### src/rtl/gf180mcu_fd_sc_mcu7t5v0__subf_ser_if.sv
// Operand/result bundle for the bit-serial subtractor.
// V exists only with GF180MCU_FD_SC_MCU7T5V0__SUBF_SER_OVF_EN.
interface gf180mcu_fd_sc_mcu7t5v0__subf_ser_if #(
  parameter int W = 8
);
  logic         START;
  logic [W-1:0] A;
  logic [W-1:0] B;
  logic         BI;
  logic         READY;
  logic         DONE;
  logic [W-1:0] D;
  logic         BO;
`ifdef GF180MCU_FD_SC_MCU7T5V0__SUBF_SER_OVF_EN
  logic         V;

  modport master (
    output START, A, B, BI,
    input  READY, DONE, D, BO, V
  );
  modport slave (
    input  START, A, B, BI,
    output READY, DONE, D, BO, V
  );
`else
  modport master (
    output START, A, B, BI,
    input  READY, DONE, D, BO
  );
  modport slave (
    input  START, A, B, BI,
    output READY, DONE, D, BO
  );
`endif
endinterface

### src/rtl/gf180mcu_fd_sc_mcu7t5v0__subf_ser.sv
// Bit-serial LSB-first W-bit subtractor D = A - B - BI.
// Overflow output V via GF180MCU_FD_SC_MCU7T5V0__SUBF_SER_OVF_EN.
module gf180mcu_fd_sc_mcu7t5v0__subf_ser #(
  parameter int W = 8
) (
  input logic CLK,
  input logic RST,
  gf180mcu_fd_sc_mcu7t5v0__subf_ser_if.slave bus
);
  localparam int CW = (W > 1) ? $clog2(W) : 1;
  localparam logic [CW-1:0] LAST = CW'(W - 1);

  typedef enum logic [1:0] {
    IDLE,
    RUN,
    FIN
  } state_t;

  state_t        state_q, state_d;
  logic [W-1:0]  sa_q, sa_d;
  logic [W-1:0]  sb_q, sb_d;
  logic [W-1:0]  res_q, res_d;
  logic [W-1:0]  d_q, d_d;
  logic          br_q, br_d;
  logic          bo_q, bo_d;
  logic [CW-1:0] cnt_q, cnt_d;
  logic          d_bit;
  logic          b_bit;
`ifdef GF180MCU_FD_SC_MCU7T5V0__SUBF_SER_OVF_EN
  logic          v_q, v_d;
`endif

  // One full-subtractor slice on the current LSBs.
  assign d_bit = sa_q[0] ^ sb_q[0] ^ br_q;
  assign b_bit = (~sa_q[0] & sb_q[0])
               | (~(sa_q[0] ^ sb_q[0]) & br_q);

  always_comb begin
    state_d = state_q;
    sa_d    = sa_q;
    sb_d    = sb_q;
    res_d   = res_q;
    d_d     = d_q;
    br_d    = br_q;
    bo_d    = bo_q;
    cnt_d   = cnt_q;
`ifdef GF180MCU_FD_SC_MCU7T5V0__SUBF_SER_OVF_EN
    v_d     = v_q;
`endif
    unique case (state_q)
      IDLE: begin
        if (bus.START) begin
          sa_d    = bus.A;
          sb_d    = bus.B;
          br_d    = bus.BI;
          cnt_d   = '0;
          state_d = RUN;
        end
      end
      RUN: begin
        sa_d  = {1'b0, sa_q[W-1:1]};
        sb_d  = {1'b0, sb_q[W-1:1]};
        br_d  = b_bit;
        res_d = {d_bit, res_q[W-1:1]};
        if (cnt_q == LAST) begin
          d_d     = {d_bit, res_q[W-1:1]};
          bo_d    = b_bit;
`ifdef GF180MCU_FD_SC_MCU7T5V0__SUBF_SER_OVF_EN
          // br_q is the borrow into the MSB slice here.
          v_d     = br_q ^ b_bit;
`endif
          state_d = FIN;
        end else begin
          cnt_d = cnt_q + 1'b1;
        end
      end
      FIN: state_d = IDLE;
      default: state_d = IDLE;
    endcase
  end

  always_ff @(posedge CLK) begin
    if (RST) begin
      state_q <= IDLE;
      sa_q    <= '0;
      sb_q    <= '0;
      res_q   <= '0;
      d_q     <= '0;
      br_q    <= 1'b0;
      bo_q    <= 1'b0;
      cnt_q   <= '0;
`ifdef GF180MCU_FD_SC_MCU7T5V0__SUBF_SER_OVF_EN
      v_q     <= 1'b0;
`endif
    end else begin
      state_q <= state_d;
      sa_q    <= sa_d;
      sb_q    <= sb_d;
      res_q   <= res_d;
      d_q     <= d_d;
      br_q    <= br_d;
      bo_q    <= bo_d;
      cnt_q   <= cnt_d;
`ifdef GF180MCU_FD_SC_MCU7T5V0__SUBF_SER_OVF_EN
      v_q     <= v_d;
`endif
    end
  end

  assign bus.READY = (state_q == IDLE);
  assign bus.DONE  = (state_q == FIN);
  assign bus.D     = d_q;
  assign bus.BO    = bo_q;
`ifdef GF180MCU_FD_SC_MCU7T5V0__SUBF_SER_OVF_EN
  assign bus.V     = v_q;
`endif
endmodule

### src/flat_wrapper.sv
// flat-port wrapper written by rule: the top's interface ports become plain ports
module gf180mcu_fd_sc_mcu7t5v0__subf_ser_flat 
#(
  parameter int W = 8
)
  (CLK, RST, bus_START, bus_A, bus_B, bus_BI, bus_READY, bus_DONE, bus_D, bus_BO);
  gf180mcu_fd_sc_mcu7t5v0__subf_ser_if #(.W(W)) bus_i ();
  input logic CLK;
  input logic RST;
  input wire logic [$bits(bus_i.START)-1:0] bus_START;
  input wire logic [$bits(bus_i.A)-1:0] bus_A;
  input wire logic [$bits(bus_i.B)-1:0] bus_B;
  input wire logic [$bits(bus_i.BI)-1:0] bus_BI;
  output wire logic [$bits(bus_i.READY)-1:0] bus_READY;
  output wire logic [$bits(bus_i.DONE)-1:0] bus_DONE;
  output wire logic [$bits(bus_i.D)-1:0] bus_D;
  output wire logic [$bits(bus_i.BO)-1:0] bus_BO;
  assign bus_i.START = bus_START;
  assign bus_i.A = bus_A;
  assign bus_i.B = bus_B;
  assign bus_i.BI = bus_BI;
  assign bus_READY = bus_i.READY;
  assign bus_DONE = bus_i.DONE;
  assign bus_D = bus_i.D;
  assign bus_BO = bus_i.BO;
  gf180mcu_fd_sc_mcu7t5v0__subf_ser #(.W(W)) u_core (.CLK(CLK), .RST(RST), .bus(bus_i));
endmodule
### config.mk
export PLATFORM = sky130hd
export DESIGN_NAME = gf180mcu_fd_sc_mcu7t5v0__subf_ser_flat
export DESIGN_NICKNAME = d
export VERILOG_FILES = /design/src/rtl/gf180mcu_fd_sc_mcu7t5v0__subf_ser_if.sv /design/src/rtl/gf180mcu_fd_sc_mcu7t5v0__subf_ser.sv /design/src/flat_wrapper.sv
export SDC_FILE = /design/constraint.sdc
export NUM_CORES = 1
export LEC_CHECK = 0
export CAP_MARGIN = 20
export CORE_MARGIN = 5
export CORE_UTILIZATION = 35
export DETAILED_ROUTE_END_ITERATION = 16
export SLEW_MARGIN = 10
export SYNTH_ARGS = -nofsm -noshare
export SYNTH_HDL_FRONTEND = slang
export SYNTH_SLANG_ARGS = --single-unit
### constraint.sdc
create_clock -name CLK -period 1.4 [get_ports CLK]
set_clock_uncertainty 0.1 [all_clocks]
set_input_delay 0.35 -clock CLK [delete_from_list [all_inputs] [get_ports CLK]]
set_output_delay 0.35 -clock CLK [all_outputs]
set_load 0.05 [all_outputs]
==> metrics.yaml, run 1 <==
outcome:
  status: "finished with violations"
  violations: "setup timing"
power_and_ir_drop:
  p_leak_uw: 0.00103
  power_uw: 2460
  vdd_drop_max_mv: 0.426
  powerDensity_mw_per_mm2: 928
worst_setup_path:
  required_ns: 0.95
  critPathKind: "register to output pin"
  r2r_slack_ns: 0.03
  ff2ff_path_depth: 5
  r2r-start: "u_core.state_q[1]$_SDFFE_PP0P_"
  worstPathArrival_ns: 0.98
  r2r-end: "u_core.sa_q[2]$_SDFFE_PP0P_"
  startpoint: "u_core.state_q[1]$_SDFFE_PP0P_"
  end_kind: "output pin"
  cp-endpoint: "bus_DONE"
  startpoint_type: "register"
  cp_max_fo: 3
timing:
  finalWorstSetupSlack_ns: -0.0299
  period_share_pct: 102
  setup-violations-final: 1
  hold_slack_ns: 0.364
  worstMarginPinSlew_ns: 0.255
  rsz0062_at_grt: "yes"
  final_hold_viol_count: 0
  slew_viol_final: 0
  max_freq_mhz: 699
  max_slew_margin_pct: 83.0
  fin_crit_ns: 1.43
placement:
  placed_cells: 332
  io_buffers: 30
  dpl_cell_area_sq_mm: 0.00240
  routabilityCongestion: 0.757
  hpwlAfterDp_mm: 2.94
routing:
  wl_mm: 4.44
  vias: 1708
  ant_nets: 0
  vias_per_cell: 4.94
  drt-wirelength-per-cell_microns: 12.8
  firstDrtPassIters: 4
  drtIter0Drc: 98
  drc: 0
final_layout:
  design_area_sq_mm: 0.00265
  diodes: 0
  fillCellCount: 500
  nNetsFinal: 298
  final_cells: 346
  drive_gt1_share_pct: 30.8
  area_delta_synth_final_pct: 46.3
floorplanning:
  boundaryPins: 31
  design.die.area_sq_mm: 0.00672
  rows: 26
  start_util_pct: 35.7
  die_h_microns: 82.0
  core-area_sq_mm: 0.00507
  die-width_microns: 82.0
clock_network:
  clock_path_buffers: 2
  h-tree-depth: 2
  cts_tree: "yes"
  cts_buffers: 5
  clock-sinks: 38
  clock_latency_ns: 0.29
  clk_pin_slew_ns: 0.08
  root_buffer: "clkbuf_8"
synthesis:
  ys_seq_area_share_pct: 41.9
  syn_area_sq_mm: 0.00181
  synth_simple_gate_area_share_pct: 18.6
  ys_types: 25
  syn_inst: 229
  synth_top_family_by_area: "compound AO/OA/AOI/OAI gates"
  synth_compound_gate_area_share_pct: 25.7
  synth_area_leaders: "dfxtp_1 (42%), a21oi_1 (13%), o221a_2 (8.7%), nor2_1 (6.8%), nand2_1 (4.6%)"
  syn_area_per_cell_sq_um: 7.92
  yosys-mux-area-fraction_pct: 0.552
  synth_seq_cells: 38
  syn-num-nets: 252
  yosys.area.top_type: "dfxtp_1"
  synthAdderAreaFrac_pct: 2.48
  yosys_warnings: 0
  synth_top_cell_area_share_pct: 41.9
  synth_xor_area_share_pct: 0
grt:
  grt_pass1_vias: 1615
  antenna_found_initial: 0
  grtUsageTotal_pct: 14.0
  grt_max_degree: 22
  grt_pass1_wl_mm: 7.35
  grt_overflow: 0
worst_hold_path:
  hp-class: "register to register"
run:
  cap_violations: 0
-- through the flow --
| step | utilization, % | setup slack (ns) | setup TNS [ns] |
|---|---|---|---|
| 6_report | 52.3 | -0.0299 | -0.0299 |
| 4_1_cts | 50.5 | -0.0323 | -0.0326 |
| 3_3_place_gp | 47.3 | -0.271 | -6.34 |
| 5_1_grt | 52.3 | -0.0609 | -0.148 |
| 3_5_place_dp | 47.3 | -0.303 | -6.70 |
| 2_1_floorplan | - | -0.0232 | -0.0232 |
-- Yosys cell counts, drive strengths merged --
master / number
a21oi: 48
a221oi: 1
a311oi: 1
a31oi: 3
buf: 18
clkbuf: 3
dfxtp: 38
fa: 1
ha: 2
inv: 17
mux2i: 1
nand2: 22
nand2b: 1
nand3: 12
nand3b: 3
nor2: 33
nor2b: 3
nor3: 1
nor4b: 1
o21a: 1
o21ai: 5
o221a: 14
-- flip-flops by register name (all words and copies together), names as in the netlist --
| signal | flops |
|---|---|
| u_core.br_q | 1 |
| u_core.bus.BO | 1 |
| u_core.bus.D | 8 |
| u_core.cnt_q | 3 |
| u_core.res_q | 7 |
| u_core.sa_q | 8 |
| u_core.sb_q | 8 |
| u_core.state_q | 2 |
-- cell type report --
class                           count  area [sq um]  area share, %
Clock inverter                      1          30.0           1.13
Timing Repair Buffer               60           669           25.2
Clock buffer                        7          76.3           2.88
Tap cell                           70          87.6           3.30
Multi-Input combinational cell    153           953           35.9
Sequential cell                    38           773           29.1
Inverter                           17          63.8           2.40
-- worst max-delay path, stage by stage, from the launching register on --
cell and delay [ns]:
dfxtp_4 0.39, nor2b_4 0.16, buf_12 0.14
-- per-layer routing --
layer,vias to the layer above,global-route usage [%],wire (microns)
met4,0,3.99,38
met2,37,23.0,2110
met5,-,0,0
met1,784,18.1,2130
li1,882,-,-
met3,5,3.29,157
-- how the worst min path moves through the flow --
stage | start | to | slack, ns | depth (start not counted)
floorplan | u_core.res_q[1]$_SDFFE_PP0N_ | u_core.res_q[1]$_SDFFE_PP0N_ | 0.34 | 2
global placement | u_core.res_q[1]$_SDFFE_PP0N_ | u_core.res_q[1]$_SDFFE_PP0N_ | 0.34 | 2
detailed placement | u_core.res_q[1]$_SDFFE_PP0N_ | u_core.res_q[1]$_SDFFE_PP0N_ | 0.36 | 2
CTS | u_core.res_q[1]$_SDFFE_PP0N_ | u_core.res_q[1]$_SDFFE_PP0N_ | 0.37 | 2
global route | u_core.res_q[1]$_SDFFE_PP0N_ | u_core.res_q[1]$_SDFFE_PP0N_ | 0.39 | 2
finish | u_core.res_q[1]$_SDFFE_PP0N_ | u_core.res_q[1]$_SDFFE_PP0N_ | 0.36 | 2
-- timing repair --
item,in CTS,in global routing
hold buffers,0,0
gates resized for setup,11,21
setup endpoints to repair,13,31
pin swaps,0,4
hold endpoints to repair,0,0
setup buffers,6,0
cloned,0,1
-- cells by family after synthesis --
group                      after synthesis
and+or+nand+nor                         76
adders and majority gates                3
muxes                                    1
AOI/OAI and AO/OA                       73
buffers and inverters                   38
DFF                                     38
-- where the power goes --
part | leakage, uW | internal (uW) | switching [uW]
logic | 0.000665 | 205 | 174
registers | 0.000314 | 1130 | 43.4
clock network | 0.0000524 | 533 | 375
-- cells in the final DEF (no fill, tap or decap) --
| cell type | n |
|---|---|
| a21oi_1 | 46 |
| dfxtp_1 | 32 |
| nor2_1 | 27 |
| buf_4 | 24 |
| nand2_1 | 22 |
| clkdlybuf4s50_1 | 18 |
| inv_1 | 17 |
| o221a_2 | 14 |
| nand3_1 | 12 |
| buf_12 | 12 |
| o21ai_0 | 5 |
| nor2_2 | 5 |
| clkbuf_8 | 5 |
| buf_6 | 5 |
| dfxtp_2 | 4 |
| nor2b_4 | 3 |
| nand3b_1 | 3 |
| a31oi_1 | 3 |
| a21oi_2 | 2 |
| ha_4 | 2 |
| clkbuf_1 | 2 |
| dfxtp_4 | 2 |
| nor2_4 | 1 |
| nand2b_4 | 1 |
| nor4b_2 | 1 |
| a221oi_2 | 1 |
| o21a_1 | 1 |
| a311oi_2 | 1 |
| mux2i_1 | 1 |
| nor3_1 | 1 |
| fa_2 | 1 |
| bufinv_16 | 1 |
| dlymetal6s2s_1 | 1 |
Note: power is estimated with default switching activity, not from simulation.
==> inputs of run 2 (changes only) <==
--- a/config.mk
+++ b/config.mk
@@ -6,7 +6,7 @@
 export NUM_CORES = 1
 export LEC_CHECK = 0
 export CAP_MARGIN = 20
-export CORE_MARGIN = 5
+export CORE_MARGIN = 4
 export CORE_UTILIZATION = 35
 export DETAILED_ROUTE_END_ITERATION = 16
 export SLEW_MARGIN = 10
==> run 2 against run 1 <==
Compared with the run above:
- the flow still finishes with violations (setup timing)
- sequential power barely moved
- non-clock buffer count rose by 5
- critical endpoint unchanged
- highest routed layer unchanged
- final cell count rose by 0.58%
==> metrics.yaml, run 2 (same netlist as run 1, synthesis figures left out) <==
outcome:
  violations: "setup timing"
  status: "finished with violations"
routing:
  firstDrtPassIters: 4
  drtIter0Drc: 71
  ant_nets: 0
  drt-wirelength-per-cell_microns: 12.6
  vias_per_cell: 4.97
  vias: 1731
  drc: 0
  wl_mm: 4.40
final_layout:
  drive_gt1_share_pct: 32.0
  nNetsFinal: 303
  area_delta_synth_final_pct: 46.6
  final_cell_mix: "a21oi_1 (43), dfxtp_1 (34), nor2_1 (31)"
  postLayoutCoreUtil_pct: 54.5
  layout_commonest_cell: "a21oi_1"
  fillCellCount: 471
  diodes: 0
worst_setup_path:
  worstPathArrival_ns: 1.02
  startpoint_type: "register"
  required_ns: 0.95
  critPathKind: "register to output pin"
  end_kind: "output pin"
  cp_max_fo: 3
power_and_ir_drop:
  powerDensity_mw_per_mm2: 873
  vdd_drop_max_mv: 0.475
  p_leak_uw: 0.00104
timing:
  fin_crit_ns: 1.47
  setup-violations-final: 4
  period_share_pct: 105
  rsz0062_at_grt: "yes"
  final_hold_viol_count: 0
  hold_slack_ns: 0.368
  max_freq_mhz: 680
  finalWorstSetupSlack_ns: -0.0714
  worstMarginPinSlew_ns: 0.218
  max_slew_margin_pct: 85.4
  slew_viol_final: 0
grt:
  grt_pass1_wl_mm: 7.16
  antenna_found_initial: 0
  grt_max_degree: 23
  grt_overflow: 0
  grt_pass1_vias: 1604
  grtUsageTotal_pct: 14.1
clock_network:
  clock_path_buffers: 2
  clock-sinks: 38
  clock_latency_ns: 0.28
  root_buffer: "clkbuf_8"
  cts_tree: "yes"
  clk_pin_slew_ns: 0.08
  cts_buffers: 5
  h-tree-depth: 2
  cts_hold_buf: 0
floorplanning:
  die-width_microns: 80.0
  boundaryPins: 31
  die_h_microns: 80.0
  rows: 25
  design.die.area_sq_mm: 0.00640
  core-area_sq_mm: 0.00488
  start_util_pct: 37.2
run:
  cap_violations: 0
worst_hold_path:
  hp-class: "register to register"
placement:
  routabilityCongestion: 0.780
  io_buffers: 30
  hpwlAfterDp_mm: 2.97
[run 2: cell types whose count changed in the layout (fill, tap and decap cells not counted), moves of 3 or more]
cell,delta
nand2_1,-4
nand2_2,+4
nor2_1,+4
nor2_2,-4
a21oi_1,-3
a21oi_2,+3
buf_6,+3
[run 2: layout make-up]
| class | count | area [sq um] | share of cell area [%] |
|---|---|---|---|
| multi-input combinational | 153 | 931 | 35.0 |
| sequential | 38 | 771 | 29.0 |
| timing repair buffer | 65 | 718 | 27.0 |
| clock buffer | 7 | 86.3 | 3.25 |
| tap | 67 | 83.8 | 3.15 |
| inverter | 17 | 63.8 | 2.40 |
| clock inverter | 1 | 5.00 | 0.188 |
[run 2: worst paths after layout]
| kind | startpoint | to | slack [ns] | cells after the start |
|---|---|---|---|---|
| worst min-delay path | u_core.res_q[1]$_SDFFE_PP0N_ | u_core.res_q[1]$_SDFFE_PP0N_ | 0.37 | 2 |
| worst max register to register | u_core.state_q[0]$_SDFFE_PP0P_ | u_core.bus.D[3]$_SDFFE_PP0P_ | -0.01 | 7 |
| worst min register to register | u_core.res_q[1]$_SDFFE_PP0N_ | u_core.res_q[1]$_SDFFE_PP0N_ | 0.37 | 2 |
| worst max-delay path | u_core.state_q[0]$_SDFFE_PP0P_ | bus_DONE | -0.07 | 3 |
[run 2: what timing repair did]
| item | in CTS | in global routing |
|---|---|---|
| setup endpoints to repair | 20 | 30 |
| pin swaps | 1 | 2 |
| resized for setup | 10 | 22 |
| setup buffers | 4 | 0 |
| gates cloned | 0 | 1 |
[run 2: stage by stage]
step | setup TNS, ns | worst slack (ns) | cell area (sq um) | cells | power (uW)
after floorplan | -0.0232 | -0.0232 | 1840 | 229 | 1410
after global placement | -5.92 | -0.287 | 2430 | 335 | 1550
after detailed placement | -6.57 | -0.307 | 2430 | 335 | 1560
after CTS | -0.133 | -0.0816 | 2590 | 347 | 2340
after global routing | -0.564 | -0.107 | 2660 | 348 | 2440
final | -0.128 | -0.0714 | 2660 | 348 | 2320
[run 2: metal layers]
layer / wire length (microns) / vias up / global-route usage [%]
li1: - / 886 / -
met2: 2080 / 23 / 22.9
met5: 0 / - / 0
met4: 55 / 0 / 4.56
met1: 2130 / 817 / 18.0
met3: 136 / 5 / 3.72
[run 2: critical path, stage by stage (launching register included)]
cell and delay (ns):
dfxtp_4 0.36, buf_12 0.13, nor2b_4 0.12, buf_12 0.14
[run 2: power by group]
group          switching (uW)  total [uW]  internal, uW
Sequential               40.3        1170          1130
Combinational             175         389           214
Clock                     362         760           397
